--- src/rtl/debounce_pkg.sv ---
// Shared types and constants for the debounce_sync input conditioner.
package debounce_pkg;

  typedef enum logic [1:0] {
    S_LOW       = 2'd0,
    S_RISE_WAIT = 2'd1,
    S_HIGH      = 2'd2,
    S_FALL_WAIT = 2'd3
  } state_t;

  // Fewer than two flops gives no metastability settling time.
  localparam int SYNC_STAGES_MIN = 2;

endpackage

--- src/rtl/debounce_sync_sync_chain.sv ---
// Synchroniser shift register for an asynchronous level input.
// The last stage is the only value the rest of the design may look at.
module sync_chain #(
  parameter int   STAGES      = 2,
  parameter logic RESET_LEVEL = 1'b0
) (
  input  logic clk,
  input  logic rstb,
  input  logic din,
  output logic s_out
);

  logic [STAGES-1:0] sr;

  // Shift din toward s_out one stage per clock; reset preloads the idle level.
  always_ff @(posedge clk) begin
    if (!rstb) begin
      sr <= {STAGES{RESET_LEVEL}};
    end else begin
      sr <= {sr[STAGES-2:0], din};
    end
  end

  assign s_out = sr[STAGES-1];

endmodule

--- src/rtl/debounce_sync.sv ---
// Debouncer: synchronises a bouncy level input and accepts a change only
// after STABLE_CYCLES consecutive samples of the new level.
// Optional feature macro: DEBOUNCE_PULSE_EN adds rise_p/fall_p edge pulses.
//
// state       | meaning
// S_LOW       | q=0, input agrees with q
// S_RISE_WAIT | q=0, timing a candidate 0->1 change
// S_HIGH      | q=1, input agrees with q
// S_FALL_WAIT | q=1, timing a candidate 1->0 change
module debounce_sync
  import debounce_pkg::*;
#(
  parameter int   SYNC_STAGES   = 2,
  parameter int   STABLE_CYCLES = 1000,
  parameter int   CNT_W         = 16,
  parameter logic RESET_LEVEL   = 1'b0
) (
  input  logic clk,
  input  logic rstb,
  input  logic din,
  output logic q,
  output logic busy
`ifdef DEBOUNCE_PULSE_EN
  ,
  output logic rise_p,
  output logic fall_p
`endif
);

  // Clamp so an out-of-range setting still elaborates to a working chain.
  localparam int SYNC_N = (SYNC_STAGES < SYNC_STAGES_MIN) ? SYNC_STAGES_MIN : SYNC_STAGES;
  localparam logic [CNT_W-1:0] CNT_LAST = CNT_W'(STABLE_CYCLES - 1);

  state_t           state;
  logic [CNT_W-1:0] cnt;
  logic             s_in;
  logic             accept_rise;
  logic             accept_fall;

  sync_chain #(
    .STAGES      (SYNC_N),
    .RESET_LEVEL (RESET_LEVEL)
  ) u_sync (
    .clk   (clk),
    .rstb  (rstb),
    .din   (din),
    .s_out (s_in)
  );

  // The candidate has held for the full window on this edge.
  assign accept_rise = (state == S_RISE_WAIT) && s_in && (cnt == CNT_LAST);
  assign accept_fall = (state == S_FALL_WAIT) && !s_in && (cnt == CNT_LAST);
  assign busy        = (state == S_RISE_WAIT) || (state == S_FALL_WAIT);

  // FSM, stability counter and output level; any mismatch sample restarts timing.
  always_ff @(posedge clk) begin
    if (!rstb) begin
      state <= RESET_LEVEL ? S_HIGH : S_LOW;
      cnt   <= '0;
      q     <= RESET_LEVEL;
    end else begin
      case (state)
        S_LOW: begin
          if (s_in) begin
            state <= S_RISE_WAIT;
            cnt   <= CNT_W'(1);
          end else begin
            cnt <= '0;
          end
        end
        S_RISE_WAIT: begin
          if (!s_in) begin
            state <= S_LOW;
            cnt   <= '0;
          end else if (accept_rise) begin
            state <= S_HIGH;
            q     <= 1'b1;
            cnt   <= '0;
          end else begin
            cnt <= cnt + CNT_W'(1);
          end
        end
        S_HIGH: begin
          if (!s_in) begin
            state <= S_FALL_WAIT;
            cnt   <= CNT_W'(1);
          end else begin
            cnt <= '0;
          end
        end
        S_FALL_WAIT: begin
          if (s_in) begin
            state <= S_HIGH;
            cnt   <= '0;
          end else if (accept_fall) begin
            state <= S_LOW;
            q     <= 1'b0;
            cnt   <= '0;
          end else begin
            cnt <= cnt + CNT_W'(1);
          end
        end
        default: begin
          state <= S_LOW;
          cnt   <= '0;
        end
      endcase
    end
  end

`ifdef DEBOUNCE_PULSE_EN
  // Edge pulses register on the same edge that flips q, so they line up
  // with the first cycle of the new level.
  always_ff @(posedge clk) begin
    if (!rstb) begin
      rise_p <= 1'b0;
      fall_p <= 1'b0;
    end else begin
      rise_p <= accept_rise;
      fall_p <= accept_fall;
    end
  end
`endif

endmodule
--- config.mk ---
export PLATFORM = sky130hd
export DESIGN_NAME = debounce_sync
export DESIGN_NICKNAME = d
export VERILOG_FILES = /design/src/rtl/debounce_pkg.sv /design/src/rtl/debounce_sync_sync_chain.sv /design/src/rtl/debounce_sync.sv
export SDC_FILE = /design/constraint.sdc
export NUM_CORES = 1
export LEC_CHECK = 0
export ABC_AREA = 0
export BUFFER_PORTS_ARGS = -buffer_cell sky130_fd_sc_hd__buf_2
export CORE_MARGIN = 1
export CORE_UTILIZATION = 50
export CTS_BUF_LIST = sky130_fd_sc_hd__clkbuf_8
export CTS_CLUSTER_DIAMETER = 30
export DETAILED_ROUTE_END_ITERATION = 8
export PLACE_DENSITY = 0.7
export SLEW_MARGIN = 20
export SYNTH_ARGS = -nofsm -noshare
export SYNTH_HDL_FRONTEND = slang
export SYNTH_HIERARCHICAL = 1
export SYNTH_SLANG_ARGS = --single-unit
--- constraint.sdc ---
create_clock -name clk -period 1.6 [get_ports clk]
set_input_delay 0.24 -clock clk [delete_from_list [all_inputs] [get_ports clk]]
set_output_delay 0.24 -clock clk [all_outputs]
set_load 0.02 [all_outputs]
# Word-level counts from Yosys, hierarchy flattened
# Cells that the tools add are included.
dict set report classes {
  addsub 1
  eq_ne 12
  muxes 19
  n_reduce_logical 10
}
# cell count
set op_table {}
lappend op_table {{$mux W16} 4}
lappend op_table {{$pmux W16 S4} 1}
lappend op_table {{$add A16 B1 Y16 const B} 1}
lappend op_table {{$eq A16 B10 Y1 const B} 1}
lappend op_table {{$mux W2} 6}
lappend op_table {{$ne A2 B2 Y1 const B} 4}
lappend op_table {{$pmux W2 S4} 1}
lappend op_table {{$mux W1} 6}
lappend op_table {{$reduce_and A5 Y1} 1}
lappend op_table {{$eq A2 B2 Y1 const B} 2}
lappend op_table {{$logic_and A1 B1 Y1} 4}
lappend op_table {{$ne A2 B1 Y1 const B} 2}
lappend op_table {{$reduce_and A4 Y1} 1}
lappend op_table {{$ne A3 B2 Y1 const B} 1}
lappend op_table {{$ne A3 B3 Y1 const B} 1}
lappend op_table {{$eq A2 B1 Y1 const B} 1}
lappend op_table {{$logic_not A2 Y1} 1}
lappend op_table {{$pmux W1 S2} 1}
lappend op_table {{$reduce_bool A2 Y1} 1}
lappend op_table {{$logic_not A1 Y1} 1}
lappend op_table {{$logic_or A1 B1 Y1} 1}
dict set report totals {
  regBits 21
  in_bits 3
  out_inout_bits 2
  elab_cells 46
}

# Longest topological paths before layout
# Gate-level depths: netlist of run 1.
dict set report logic_depth {
  word_depth 6
  mapped_depth 6
  ltp_nobuf 5
}

# Hierarchy
# Netlist of run 1, hierarchy kept.
# module n_inst cells_per_inst area_each_um2 seq_area_each_um2
set by_module_without_submodules {}
lappend by_module_without_submodules {debounce_sync 1 99 918.4 380.4}
lappend by_module_without_submodules {sync_chain 1 4 52.6 40.0}

# Worst setup path before layout of run 1
# No wires, ideal clock.
dict set report synth_path {
  path_type {register to register}
  start {reg cnt[0]}
  end {reg cnt[7]}
  setup_ns 0.115
  arrival_time_ns 1.504
  required_ns 1.485
  path_slack_ns -0.019
  path_stages_with_launch 7
  n_path_buf 1
  synth_period_minus_slack_ns 1.619
  path_cell_list {dfxtp_1 > ha_1 > and4bb_2 > nand2_2 > o41ai_4 > buf_6 > nor2_1}
}
dict set report synth_via {
  elab_chain_cells 5
  elab_cells_between_ends 9
  cone_classes {add/sub (1); eq/ne (1); mux (5); reduce/logical (2)}
}
# element line_no
set synth_rtl {}
lappend synth_rtl {{start, declared} debounce_sync.sv:35} ;# logic [CNT_W-1:0] cnt;
lappend synth_rtl {{start signal, assigned} debounce_sync.sv:80} ;# cnt <= cnt + CNT_W'(1);
lappend synth_rtl {{start signal, assigned} debounce_sync.sv:100} ;# cnt <= cnt + CNT_W'(1);
lappend synth_rtl {{parallel branches: the longest is 4 deep, another holds $add A16 B1 Y16} -}
lappend synth_rtl {{$pmux W16 S4 (*)} debounce_sync.sv:62} ;# case (state)
# Mark *: on every way between the ends.
# A chain may end at the register's enable or synchronous reset.

# Worst setup path after layout of run 1
dict set report layout_path {
  start {reg cnt[1]}
  end {reg cnt[9]}
}
# The elaborated chain is that of the path after synthesis.

==> metrics.txt, run 1 <==
area share of and/or/nand/nor cells after synthesis=31.8%; number of buffers and inverters on the critical path=1; worst r2r dst=cnt[9]; Final Hold Vio Count=0; max frequency=between 0.6 and 0.7 GHz; GR peak layer=met2; worst-path fanout max=15; largest net degree at the start of global routing=16; Peak VDD IR=0.000503 V; drt first pass iters=4; reg2reg start=cnt[1]; GRT met2 Usage=25.6%; met1 Use GR=25.3%; H-tree Lvls=1; # clock sinks=21; XOR/XNOR share of the synthesized area=13.5%; CP required=approximately 1.8 ns; CP max-delay cell=dfxtp_1; vias=726; RSZ-0062 raised after global routing=no; CP peak stage delay=about 0.37 ns; Slew headroom=77.6%; crit path DAT=1.62 ns; Hold Crit Class=input pin to flip-flop; core area=approximately 1800 um^2; fill count=159; Clk pwr share=37.1%; Total GRT Usage=between 15 and 20%; Leakage=between 0.0003 and 0.0004 uW; clock root buffer=clkbuf_8; die area=approximately 2100 um^2; cell family with most CP delay=simple AND/OR/NAND/NOR gates; DP HPWL=1180 um; hold depth=2; Final GP Congestion=0.761; worst reg2reg path depth=6; DRT antenna net count=0; Post-Syn Area=roughly 970 um^2; stages on the worst setup path=6; GR Overflow Total=0; antenna diode count=0; critical path endpoint category=flip-flop; sequential area share after synthesis=43.3%; number of remaining DRC errors=0; TNS Setup=0 ns; Pwr Density=809 nW/um^2; FF-to-FF setup slack=around 0.14 ns; IO Pins=5; Synth top cells by count=21 x dfxtp_1, 17 x nor2_1, 8 x xor2_1; vias in the first global route=between 600 and 700; CTS buffer count=3; Finished Layout Cells=138; initial antenna violation count=0; final cycle utilization of the critical path=91.5%; Pins Over Slew Limit=0; largest family of logic cells by synthesized area=simple AND/OR/NAND/NOR gates; die height=between 40 and 50 um; sequential cell area=420 um^2; Clock Latency Late Sink=0.25 ns; multiplexer share of the synthesized area=1.03%; CP startpoint=cnt[1]; crit path time final=1.46 ns; Worst Setup EP=cnt[9]; synthesized-area fraction occupied by adder cells=under 10%; Mapped Avg Cell Area=9.43 um^2; cell internal pwr=approximately 710 uW; Comb pwr share=under 10%; area grow syn2layout=12.1%; Nets=118; count leader, synth=dfxtp_1; clk buf depth=2; CP Class=flip-flop to flip-flop; Synth area leaders=dfxtp_1 43%, xor2_1 7.2%, nor2_1 6.6%, xnor2_1 6.3%, nand4_1 3.9%; Synth area leader=dfxtp_1; Synth warnings=6; Routed WL per cell=about 12 um; Seq cells post-synth=21; clk slew on worst S/H paths=0.07 ns; run status=finished clean; met3 usage=3.53%; Sequential Power Share=60.4%; Avg Vias per Cell=5.26; Synth cell types=31; asr flop ratio synth=0%; Post-Syn Instances=103; Routed WL=about 1600 um; Multi-input gate area=515 um^2; port buffer count=4; dpl cells=approximately 130; global-route wire length before repair=2690 um; number of cell rows=15; Final Skew=0.00110 ns; switching power total=172 uW; post-synthesis net count=around 110; post-synth top area share=43.3%; Initial Util=55.0%; Max Cap Viol=0; critical-path cell list=ha_1, and4bb_2, nand2_2, o41ai_4, buf_6, nor2_1; die width=46.1 um; Critical Path Start Type=flip-flop; Synth Flop Type=dfxtp_1; CTS tree=built; number of enable flip-flop cells after synthesis=0; Compound-Gate Fraction of Synth Area=under 10%; Fin Hold WS=0.187 ns; share of cells above drive strength 1=16.8%; Final setup viols=0; Sw Share=19.5%; DR iter-0 viols=16; Worst-Margin Slew=0.333 ns
[how the worst min path moves through the flow]
| stage | startpoint | endpoint | slack, ns |
|---|---|---|---|
| 2_1_floorplan | din | u_sync/sr[0] | 0.36 |
| 3_3_place_gp | u_sync/sr[0] | u_sync/sr[1] | 0.42 |
| 3_5_place_dp | u_sync/sr[0] | u_sync/sr[1] | 0.43 |
| 4_1_cts | din | u_sync/sr[0] | 0.19 |
| 5_1_grt | din | u_sync/sr[0] | 0.19 |
| 6_report | din | u_sync/sr[0] | 0.19 |
[power groups by stage]
| stage | logic (uW) | clock network (uW) | registers, uW |
|---|---|---|---|
| 2_1_floorplan | 9.75 | 0 | 547 |
| 3_3_place_gp | 21.0 | 0 | 544 |
| 3_5_place_dp | 21.6 | 0 | 544 |
| 4_1_cts | 21.5 | 341 | 532 |
| 5_1_grt | 23.4 | 357 | 533 |
| 6_report | 21.6 | 327 | 533 |
[worst reg2reg max path, delay by kind of cell (launching register included)]
| kind | cells | cell delay, ns |
|---|---|---|
| adders and majority gates | 1 | 0.17 |
| buffers and inverters | 1 | 0.21 |
| and+or+nand+nor | 3 | 0.38 |
| DFF | 1 | 0.37 |
| AOI/OAI and AO/OA | 1 | 0.22 |
[final cells by class]
cell class                 count  area share (%)
clock inverter                 1           0.345
multi-input combinational     75            47.4
timing repair buffer           9            5.63
sequential                    21            38.6
inverter                       4            1.38
clock buffer                   3            3.79
tap                           25            2.87
[logic make-up (layout without fill, tap and decap cells)]
kind of cell | count (synthesis) | in the layout
adder cells (fa/ha/maj) | 1 | 1
XOR/XNOR | 15 | 15
multiplexers | 1 | 1
flip-flops | 21 | 21
AND/OR/NAND/NOR | 53 | 53
buffers and inverters | 7 | 17
AO/OA/AOI/OAI | 5 | 5
[what timing repair did]
item | 4_1_cts | 5_1_grt
hold buffers | 0 | 0
buffers inserted | 0 | 0
resized for setup | 0 | 1
setup endpoints to repair | 0 | 7
[per-stage QoR]
step                      area [um^2]  power [uW]  setup WS, ns  utilization (%)
final                            1090         881         0.136             61.7
after global routing             1090         913        0.0219             61.7
after CTS                        1080         895        0.0933             61.5
after detailed placement         1040         566         0.103             58.9
after global placement           1040         565         0.160             58.9
after floorplan                   971         557        0.0580                -
[per-layer routing]
metal / wire length [um] / vias to the layer above
met5: 0 / -
met4: 27 / 0
met3: 37 / 4
met2: 707 / 9
met1: 854 / 331
li1: - / 382
[layout by cell type (no fill, tap or decap)]
master / synthesis / layout
and4_2: 1 / 1
and3_1: 1 / 1
inv_1: 4 / 5
nand3_1: 4 / 4
o41ai_1: 1 / 1
and4_1: 3 / 3
nor3_1: 2 / 2
nor2b_1: 1 / 1
buf_2: 1 / 4
a31oi_1: 1 / 1
and4bb_2: 2 / 2
nand3b_1: 1 / 1
and2_2: 1 / 1
clkbuf_8: 0 / 3
nor4_1: 2 / 2
nand4_1: 6 / 6
nand2_2: 1 / 1
a21oi_1: 1 / 1
and2_1: 2 / 2
dfxtp_1: 21 / 21
buf_6: 1 / 1
ha_1: 1 / 1
nor4bb_1: 1 / 1
xor2_1: 8 / 8
xnor2_1: 7 / 7
mux2i_1: 1 / 1
nor2_1: 17 / 17
o41ai_4: 1 / 1
buf_4: 0 / 4
nand2_1: 7 / 7
o21ai_0: 1 / 1
nor4_4: 1 / 1
[sequential cells by signal, summed over array words and instances, names as in the netlist, named ones only]
name	cells
cnt	16
q	1
state	1
u_sync/sr	2
No activity file was read; power rests on OpenSTA's default activity.
==> run 2, diff against run 1 <==
--- a/config.mk
+++ b/config.mk
@@ -12,7 +12,7 @@
 export CTS_BUF_LIST = sky130_fd_sc_hd__clkbuf_8
 export CTS_CLUSTER_DIAMETER = 30
 export DETAILED_ROUTE_END_ITERATION = 8
-export PLACE_DENSITY = 0.7
+export PLACE_DENSITY = 0.68
 export SLEW_MARGIN = 20
 export SYNTH_ARGS = -nofsm -noshare
 export SYNTH_HDL_FRONTEND = slang
==> run 2 against run 1 <==
Sequential share of layout area is 0.13 points lower. Routed wire length is 6.8% higher. Hold slack worse by 0.017 ns. Setup slack worse by 0.023 ns. Global-route usage is 2.7 points higher. Critical path type unchanged. Highest routed layer unchanged. Flip-flop and latch count stayed put. Clock power is 6.7% higher. Power is 2.4% higher. Design area is 0.35% higher.
==> metrics.txt, run 2 (synthesized netlist as in run 1, its figures left out) <==
run status=finished clean; commonest cells after routing, fill and taps aside=21 x dfxtp_1, 17 x nor2_1, 8 x xor2_1; Final GP Congestion=0.784; Sw Share=between 20% and 30%; share of cells above drive strength 1=18.6%; Final Hold Vio Count=0; die area=about 2100 um^2; CTS tree=built; GR Overflow Total=0; Critical Path Start Type=flip-flop; number of cell rows=15; core area=1760 um^2; Total GRT Usage=20.8%; Leakage=0.000371 uW; Slew headroom=76.9%; die height=46.1 um; port buffer count=4; vias=747; Max Cap Viol=0; final cycle utilization of the critical path=92.9%; most common cell after layout, fill and taps aside=dfxtp_1; Sequential Power Share=approximately three fifths; Final setup viols=0; fill count=approximately 170; switching power total=roughly 190 uW; CP required=1.76 ns; reg2reg start=cnt[0]; CP startpoint=cnt[0]; Routed WL=1740 um; RSZ-0062 raised after global routing=no; critical path endpoint category=flip-flop; Hold Crit Class=input pin to flip-flop; CP Class=flip-flop to flip-flop; Pins Over Slew Limit=0; Initial Util=a little under three fifths; Clock Latency Late Sink=about 0.26 ns; Largest regs=cnt x16, u_sync/sr x2; TNS Setup=0 ns; Worst-Margin Slew=0.344 ns; Nets=118; initial antenna violation count=0; max frequency=0.672 GHz; # clock sinks=21; CTS Hold Buffers Added=0; Pwr Density=between 800 and 900 nW/um^2; Biggest register=cnt; clk slew on worst S/H paths=0.08 ns; crit path time final=1.49 ns; worst-path fanout max=15; IO Pins=5; number of remaining DRC errors=0; Post-DP Area=slightly above 1000 um^2; crit path DAT=1.65 ns; largest net degree at the start of global routing=16; H-tree Lvls=1; clk buf depth=2; antenna diode count=0; final instance area=1090 um^2; CTS buffer count=3; global-route wire length before repair=2960 um; Comb pwr share=about 2.4%; DP HPWL=between 1000 and 1500 um; drt first pass iters=3; DR iter-0 viols=6; hold path start=din; die width=46.1 um; clock root buffer=clkbuf_8; Clk pwr share=38.7%; area grow syn2layout=12.5%; vias in the first global route=659; cell internal pwr=~710 uW; Peak VDD IR=between 0.0005 and 0.0006 V; Avg Vias per Cell=5.41; DRT antenna net count=0; Routed WL per cell=around 13 um; Final Skew=0.00316 ns; max FFs per register=16
-- run 2: worst max-delay path: stages, from the launching register on --
cell      delay (ns)
dfxtp_1         0.34
ha_2            0.23
and4bb_2        0.26
nand2_2         0.07
o41ai_4         0.22
buf_6           0.21
nor2_1          0.06
-- run 2: cell type report --
| class | instances | area (um^2) | share of cell area (%) |
|---|---|---|---|
| tap | 25 | 31.3 | 2.86 |
| sequential | 21 | 420 | 38.5 |
| clock inverter | 1 | 5.00 | 0.458 |
| clock buffer | 3 | 41.3 | 3.78 |
| multi-input combinational | 75 | 518 | 47.4 |
| timing repair buffer | 9 | 61.3 | 5.61 |
| inverter | 4 | 15.0 | 1.37 |
-- run 2: power groups by stage --
stage	clock, uW	combinational (uW)	sequential, uW
2_1_floorplan	0	9.75	547
3_3_place_gp	0	21.1	544
3_5_place_dp	0	21.7	544
4_1_cts	358	21.5	532
5_1_grt	378	24.3	533
6_report	349	21.3	532
-- run 2: final timing paths --
path	end	slack [ns]	cells past startpoint
setup / recovery	cnt[4]	0.11	6
hold / removal	u_sync/sr[0]	0.17	2
setup reg to reg	cnt[4]	0.11	6
hold reg to reg	u_sync/sr[1]	0.44	1
-- run 2: repair_timing --
item	in CTS	in global routing
setup buffers	0	0
resized for setup	0	2
endpoints found under the setup margin	0	15
-- run 2: metal layers --
layer	global-route usage (%)	wire length, um	part of all wire, %	vias up
li1	-	-	-	377
met1	27.6	899	52	360
met2	29.0	747	43	5
met3	8.24	47	2.7	5
met4	10.6	42	2.4	0
met5	0	0	0	-
-- run 2: through the flow --
| step | cells | hold slack, ns | power, uW | setup slack, ns | utilization (%) |
|---|---|---|---|---|---|
| final | 138 | 0.171 | 902 | 0.113 | 61.9 |
| after global placement | 134 | 0.417 | 565 | 0.110 | 58.9 |
| after detailed placement | 134 | 0.429 | 566 | 0.0560 | 58.9 |
| after CTS | 138 | 0.169 | 911 | 0.0483 | 61.6 |
| after global routing | 138 | 0.169 | 936 | 0.00241 | 61.9 |
| after floorplan | 103 | 0.362 | 557 | 0.0580 | - |
